[src/rtl/fb_writer.sv]
// fb_writer: packs 24-bit pixels two per 64-bit beat and writes them to DDR as 16-beat AXI4 INCR bursts.
// Latency: 32 fill + 1 addr + 16 data + 1 resp cycles minimum per burst; one burst outstanding at a time.
// Backpressure: PIX_READY only in FILL; AW/W/B hold until their handshakes. Optional FB_WRITER_BRESP_CHECK_EN enables sticky BRESP_ERR.
module fb_writer #(
  parameter int C_M_AXI_THREAD_ID_WIDTH = 1,
  parameter int C_M_AXI_ADDR_WIDTH      = 32,
  parameter int C_M_AXI_DATA_WIDTH      = 64
) (
  input  logic                                 ACLK,
  input  logic                                 ARESETN,
  input  logic                                 START,
  input  logic [C_M_AXI_ADDR_WIDTH-1:0]        BASE_ADDR,
  input  logic [15:0]                          FRAME_BURSTS,
  input  logic [23:0]                          PIX_DATA,
  input  logic                                 PIX_VALID,
  output logic                                 PIX_READY,
  output logic                                 BUSY,
  output logic                                 DONE,
  output logic                                 BRESP_ERR,
  output logic [C_M_AXI_THREAD_ID_WIDTH-1:0]   M_AXI_AWID,
  output logic [C_M_AXI_ADDR_WIDTH-1:0]        M_AXI_AWADDR,
  output logic [7:0]                           M_AXI_AWLEN,
  output logic [2:0]                           M_AXI_AWSIZE,
  output logic [1:0]                           M_AXI_AWBURST,
  output logic                                 M_AXI_AWLOCK,
  output logic [3:0]                           M_AXI_AWCACHE,
  output logic [2:0]                           M_AXI_AWPROT,
  output logic [3:0]                           M_AXI_AWQOS,
  output logic [C_M_AXI_THREAD_ID_WIDTH-1:0]   M_AXI_AWUSER,
  output logic                                 M_AXI_AWVALID,
  input  logic                                 M_AXI_AWREADY,
  output logic [C_M_AXI_DATA_WIDTH-1:0]        M_AXI_WDATA,
  output logic [C_M_AXI_DATA_WIDTH/8-1:0]      M_AXI_WSTRB,
  output logic                                 M_AXI_WLAST,
  output logic [C_M_AXI_THREAD_ID_WIDTH-1:0]   M_AXI_WUSER,
  output logic                                 M_AXI_WVALID,
  input  logic                                 M_AXI_WREADY,
  input  logic [C_M_AXI_THREAD_ID_WIDTH-1:0]   M_AXI_BID,
  input  logic [1:0]                           M_AXI_BRESP,
  input  logic [C_M_AXI_THREAD_ID_WIDTH-1:0]   M_AXI_BUSER,
  input  logic                                 M_AXI_BVALID,
  output logic                                 M_AXI_BREADY
);

  typedef enum logic [2:0] {
    S_IDLE = 3'd0,
    S_FILL = 3'd1,
    S_ADDR = 3'd2,
    S_DATA = 3'd3,
    S_RESP = 3'd4
  } state_t;

  state_t                          r_state;
  logic [C_M_AXI_ADDR_WIDTH-1:0]   r_base;
  logic [15:0]                     r_frame_bursts;
  logic [15:0]                     r_burst_cnt;
  logic [4:0]                      r_pix_idx;
  logic [23:0]                     r_pix_lo;
  logic [3:0]                      r_beat_idx;
  logic                            r_pix_ready;
  logic                            r_busy;
  logic                            r_done;
  logic                            r_awvalid;
  logic [C_M_AXI_ADDR_WIDTH-1:0]   r_awaddr;
  logic                            r_wvalid;
  logic                            r_wlast;
  logic [C_M_AXI_DATA_WIDTH-1:0]   r_wdata;
  logic                            r_bready;
  logic [C_M_AXI_DATA_WIDTH-1:0]   r_buf [16];

  logic                            w_pix_fire;
  logic [15:0]                     w_next_cnt;
  logic [C_M_AXI_ADDR_WIDTH-1:0]   w_off;

  assign w_pix_fire = PIX_VALID && r_pix_ready;
  assign w_next_cnt = r_burst_cnt + 16'd1;
  // Each burst covers 128 bytes; the sum wraps modulo the address width.
  assign w_off      = C_M_AXI_ADDR_WIDTH'({r_burst_cnt, 7'b0});

  // Burst buffer: an odd pixel completes a beat together with the held even pixel.
  always_ff @(posedge ACLK) begin
    if (w_pix_fire && r_pix_idx[0]) begin
      r_buf[r_pix_idx[4:1]] <= C_M_AXI_DATA_WIDTH'({8'h00, PIX_DATA, 8'h00, r_pix_lo});
    end
  end

  // Frame control FSM with all handshake outputs registered.
  always_ff @(posedge ACLK or negedge ARESETN) begin
    if (!ARESETN) begin
      r_state        <= S_IDLE;
      r_base         <= '0;
      r_frame_bursts <= '0;
      r_burst_cnt    <= '0;
      r_pix_idx      <= '0;
      r_pix_lo       <= '0;
      r_beat_idx     <= '0;
      r_pix_ready    <= 1'b0;
      r_busy         <= 1'b0;
      r_done         <= 1'b0;
      r_awvalid      <= 1'b0;
      r_awaddr       <= '0;
      r_wvalid       <= 1'b0;
      r_wlast        <= 1'b0;
      r_wdata        <= '0;
      r_bready       <= 1'b0;
    end else begin
      r_done <= 1'b0;
      case (r_state)
        S_IDLE: begin
          if (START) begin
            if (FRAME_BURSTS != 16'd0) begin
              r_base         <= {BASE_ADDR[C_M_AXI_ADDR_WIDTH-1:7], 7'b0};
              r_frame_bursts <= FRAME_BURSTS;
              r_burst_cnt    <= '0;
              r_pix_idx      <= '0;
              r_pix_ready    <= 1'b1;
              r_busy         <= 1'b1;
              r_state        <= S_FILL;
            end else begin
              // Empty frame: report completion without ever going busy.
              r_done <= 1'b1;
            end
          end
        end
        S_FILL: begin
          if (w_pix_fire) begin
            if (!r_pix_idx[0]) begin
              r_pix_lo <= PIX_DATA;
            end
            r_pix_idx <= r_pix_idx + 5'd1;
            if (r_pix_idx == 5'd31) begin
              r_pix_ready <= 1'b0;
              r_awvalid   <= 1'b1;
              r_awaddr    <= r_base + w_off;
              r_state     <= S_ADDR;
            end
          end
        end
        S_ADDR: begin
          if (M_AXI_AWREADY) begin
            r_awvalid  <= 1'b0;
            r_wvalid   <= 1'b1;
            r_wdata    <= r_buf[4'd0];
            r_wlast    <= 1'b0;
            r_beat_idx <= 4'd0;
            r_state    <= S_DATA;
          end
        end
        S_DATA: begin
          if (M_AXI_WREADY) begin
            if (r_beat_idx == 4'd15) begin
              r_wvalid <= 1'b0;
              r_wlast  <= 1'b0;
              r_bready <= 1'b1;
              r_state  <= S_RESP;
            end else begin
              r_beat_idx <= r_beat_idx + 4'd1;
              r_wdata    <= r_buf[r_beat_idx + 4'd1];
              r_wlast    <= (r_beat_idx == 4'd14);
            end
          end
        end
        S_RESP: begin
          if (M_AXI_BVALID) begin
            r_bready    <= 1'b0;
            r_burst_cnt <= w_next_cnt;
            if (w_next_cnt == r_frame_bursts) begin
              r_done  <= 1'b1;
              r_busy  <= 1'b0;
              r_state <= S_IDLE;
            end else begin
              r_pix_idx   <= '0;
              r_pix_ready <= 1'b1;
              r_state     <= S_FILL;
            end
          end
        end
        default: begin
          r_state <= S_IDLE;
        end
      endcase
    end
  end

`ifdef FB_WRITER_BRESP_CHECK_EN
  logic r_bresp_err;

  // Sticky error: set by any non-OKAY response, cleared by the next accepted START.
  always_ff @(posedge ACLK or negedge ARESETN) begin
    if (!ARESETN) begin
      r_bresp_err <= 1'b0;
    end else if (r_state == S_IDLE && START) begin
      r_bresp_err <= 1'b0;
    end else if (r_state == S_RESP && M_AXI_BVALID && M_AXI_BRESP != 2'b00) begin
      r_bresp_err <= 1'b1;
    end
  end

  assign BRESP_ERR = r_bresp_err;
`else
  logic w_unused_bresp;
  assign w_unused_bresp = ^M_AXI_BRESP;
  assign BRESP_ERR      = 1'b0;
`endif

  logic w_unused_b;
  assign w_unused_b = ^{M_AXI_BID, M_AXI_BUSER};

  assign PIX_READY     = r_pix_ready;
  assign BUSY          = r_busy;
  assign DONE          = r_done;
  assign M_AXI_AWID    = '0;
  assign M_AXI_AWADDR  = r_awaddr;
  assign M_AXI_AWLEN   = 8'd15;
  assign M_AXI_AWSIZE  = 3'd3;
  assign M_AXI_AWBURST = 2'b01;
  assign M_AXI_AWLOCK  = 1'b0;
  assign M_AXI_AWCACHE = 4'b0011;
  assign M_AXI_AWPROT  = 3'd0;
  assign M_AXI_AWQOS   = 4'd0;
  assign M_AXI_AWUSER  = '0;
  assign M_AXI_AWVALID = r_awvalid;
  assign M_AXI_WDATA   = r_wdata;
  assign M_AXI_WSTRB   = '1;
  assign M_AXI_WLAST   = r_wlast;
  assign M_AXI_WUSER   = '0;
  assign M_AXI_WVALID  = r_wvalid;
  assign M_AXI_BREADY  = r_bready;

endmodule

[config.mk]
export PLATFORM = sky130hd
export DESIGN_NAME = fb_writer
export DESIGN_NICKNAME = d
export VERILOG_FILES = /design/src/rtl/fb_writer.sv
export SDC_FILE = /design/constraint.sdc
export NUM_CORES = 1
export LEC_CHECK = 0
export CAP_MARGIN = 20
export CELL_PAD_IN_SITES_DETAIL_PLACEMENT = 1
export CELL_PAD_IN_SITES_GLOBAL_PLACEMENT = 2
export CORE_MARGIN = 1.5
export CORE_UTILIZATION = 25
export CTS_CLUSTER_DIAMETER = 100
export DETAILED_ROUTE_END_ITERATION = 6
export PLACE_DENSITY_LB_ADDON = 0.1
export SETUP_SLACK_MARGIN = 0.15
export SYNTH_ARGS = -nofsm -noshare
export SYNTH_HDL_FRONTEND = slang
export SYNTH_SLANG_ARGS = --single-unit
[constraint.sdc]
create_clock -name ACLK -period 5.2 [get_ports ACLK]
set_input_delay 1.04 -clock ACLK [delete_from_list [all_inputs] [get_ports ACLK]]
set_output_delay 1.04 -clock ACLK [all_outputs]
set_load 0.01 [all_outputs]
==> flow_summary.json <==
{
  "status": "finished clean",
  "synth_top_cell_area_share": 0.607,
  "p_leak_nw": 15.2,
  "cts_root_buf": "clkbuf_16",
  "clk_latency_ns": 0.74,
  "max_clock_freq_mhz": 269,
  "synth_common_cells": "edfxtp_1 (768), mux4_2 (240), dfrtp_1 (173), nand2_1 (106), o21ai_0 (92)",
  "setup_tns_ns": 0,
  "clk_path_buf_depth": 3,
  "critPathLaunchType": "register",
  "via_per_inst": 4.54,
  "relSlewSlack": 0.341,
  "portBuffers": 151,
  "cts_max_level": 3,
  "final_nets": 2313,
  "tightest_slew_ns": 0.986,
  "max_stage_delay_ns": 0.76,
  "die_w_um": 393,
  "async_flop_share": 0.184,
  "grt_pass1_vias": 21800,
  "ys_seq_area_frac": 0.721,
  "syn_area_sq_mm": 0.0380,
  "synth_cells": 1988,
  "synth_top_area_cell": "edfxtp_1",
  "hold_viol_final": 0,
  "hold_buffers": 0,
  "drive_gt1_frac": 0.244,
  "grt_first_pass_wirelength_um": 163000,
  "crit_slowest_cell": "xor2_4",
  "cts_buffers": 111,
  "path_clk_slew_ns": 0.06,
  "die_h_um": 393,
  "fillCellCount": 15300,
  "detail-route-antenna-nets": 0,
  "synth_ff_type": "edfxtp_1",
  "ctsResizeCount": 0,
  "crit_buf_inv": 2,
  "synth_edf_count": 768,
  "drt-total-wl_um": 113000,
  "start_util": 0.253,
  "path_class": "reg -> reg",
  "fp.coreArea_sq_mm": 0.150,
  "skew_ns": 0.0582,
  "fin_crit_sh": 0.716,
  "yosysMostFrequentCell": "edfxtp_1",
  "fin_crit_ns": 3.72,
  "drtPass1Iterations": 6,
  "final-seq-area_sq_mm": 0.0274,
  "grt_overflow": 0,
  "dr_total_vias": 19600,
  "grt_antenna_before_repair": 5,
  "drc_errors": 0,
  "synth.area.top_cells": "edfxtp_1 (61%), mux4_2 (14%), dfrtp_1 (11%), mux2_2 (2.0%), mux2i_1 (1.4%)",
  "gp_congestion": 0.728,
  "peakVddDrop_mv": 0.462,
  "area_delta_synth_final_pct": 21.2,
  "hp-class": "in -> async",
  "setup_viol": 0,
  "wire_per_inst_um": 26.1,
  "row_count": 142,
  "finalMaxSlewViolations": 0,
  "dieArea_sq_mm": 0.154,
  "worstPathArrival_ns": 4.30,
  "path_cells": "buf_12 > nand3_1 > xor2_4 > buf_4 > mux4_2 > mux2i_1 > o21ai_0",
  "ys_ff_latch": 941,
  "cts.sinks": 941,
  "syn_avg_cell_area_sq_um": 19.1,
  "grt_use_total": 0.148,
  "grt_max_degree": 102,
  "post_cts_buffers": 0,
  "io_pins": 223,
  "cts_tree": "yes",
  "crit_path_end_kind": "register",
  "dp.cells": 4110,
  "crit_family": "buffers and inverters",
  "multi_input_area_sq_mm": 0.0102,
  "fin_cells": 4321,
  "dp_hpwl_um": 64800,
  "first_iter_violations": 907,
  "max_cap_viol_count": 0,
  "ys_types": 65,
  "rsz0062_at_grt": "false",
  "cp_max_fo": 101,
  "critical_path_required_ns": 5.78,
  "p_per_area_mw_per_mm2": 559,
  "yosys_warnings": 0
}
power breakdown:
part	internal (mW)	switching, mW	total [mW]
Combinational	3.75	3.95	7.69
Sequential	9.32	0.990	10.3
Clock	4.54	3.24	7.77
per-layer routing:
metal / share of wire / vias up / track usage
met5: 0.00023 / - / 0
met4: 0.017 / 4 / 0.0310
met3: 0.035 / 142 / 0.0256
met2: 0.50 / 313 / 0.255
met1: 0.45 / 10800 / 0.195
li1: - / 8411 / -
cell families (layout without fill, tap and decap cells):
kind of cell,Yosys count,count (layout),share of synthesized area
XOR/XNOR,32,32,0.00757
buffers and inverters,171,427,0.0230
adder cells (fa/ha/maj),22,22,0.00744
AO/OA/AOI/OAI,198,198,0.0314
AND/OR/NAND/NOR,262,262,0.0338
other,2,63,0.000198
flip-flops,941,941,0.721
multiplexers,360,360,0.176
area by class of cell:
class / instances / area share
flip-flops and latches: 941 / 0.594
well taps: 2016 / 0.0547
repair buffers: 205 / 0.0497
clock inverters: 66 / 0.0152
clock buffers: 141 / 0.0636
multi-input cells: 934 / 0.221
inverters: 15 / 0.00122
diodes: 3 / 0.000163
layout by cell type (no fill, tap or decap), types with 10 or more instances in the layout:
cell / instances
inv_1: 14
mux2i_1: 53
nand4_1: 11
bufinv_16: 11
nand2_1: 105
or4_1: 11
clkdlybuf4s50_1: 150
clkbuf_1: 26
buf_12: 29
a21oi_1: 30
a31oi_1: 12
nand3_1: 21
conb_1: 60
o21ai_0: 92
buf_4: 23
clkinv_2: 22
nor2_4: 15
o31ai_1: 21
clkinv_1: 23
dfrtp_1: 172
ha_1: 20
mux4_2: 240
xor2_1: 10
edfxtp_1: 768
nor2_1: 34
mux2_2: 67
xnor2_1: 19
clkbuf_16: 111
metrics by stage:
step	worst slack, ns	cell area [sq um]	hold WS (ns)	total power [mW]	utilization
floorplan	1.19	38300	0.486	15.2	-
global placement	1.05	42400	0.466	18.3	0.282
detailed placement	1.09	42400	0.474	18.5	0.282
CTS	1.28	46100	0.364	26.4	0.307
global route	1.21	46100	0.412	27.1	0.307
finish	1.48	46100	0.393	25.8	0.307
worst paths after layout:
path	startpoint	to	slack, ns	depth (start not counted)
min reg2reg	M_AXI_WDATA[16]$_DFFE_PN0P_	M_AXI_WDATA[16]$_DFFE_PN0P_	0.48	2
max reg2reg	r_beat_idx[0]$_DFFE_PN0P_	M_AXI_WDATA[39]$_DFFE_PN0P_	1.48	7
min	ARESETN	M_AXI_AWADDR[17]$_DFFE_PN0P_	0.39	1
min in group ACLK	M_AXI_WDATA[16]$_DFFE_PN0P_	M_AXI_WDATA[16]$_DFFE_PN0P_	0.48	2
max in group asynchronous	ARESETN	M_AXI_WDATA[10]$_DFFE_PN0P_	3.83	2
max	r_beat_idx[0]$_DFFE_PN0P_	M_AXI_WDATA[39]$_DFFE_PN0P_	1.48	7
flip-flops by register name, indices dropped and copies added (netlist names):
register and count:
r_buf 768, M_AXI_WDATA 48, M_AXI_AWADDR 25, r_base 25, r_pix_lo 24, r_burst_cnt 16, r_frame_bursts 16, r_pix_idx 5
r_beat_idx 4, r_state 3, BUSY 1, DONE 1, M_AXI_AWVALID 1, M_AXI_BREADY 1, M_AXI_WLAST 1, M_AXI_WVALID 1
PIX_READY 1
Power figures use the tool's default switching activity.
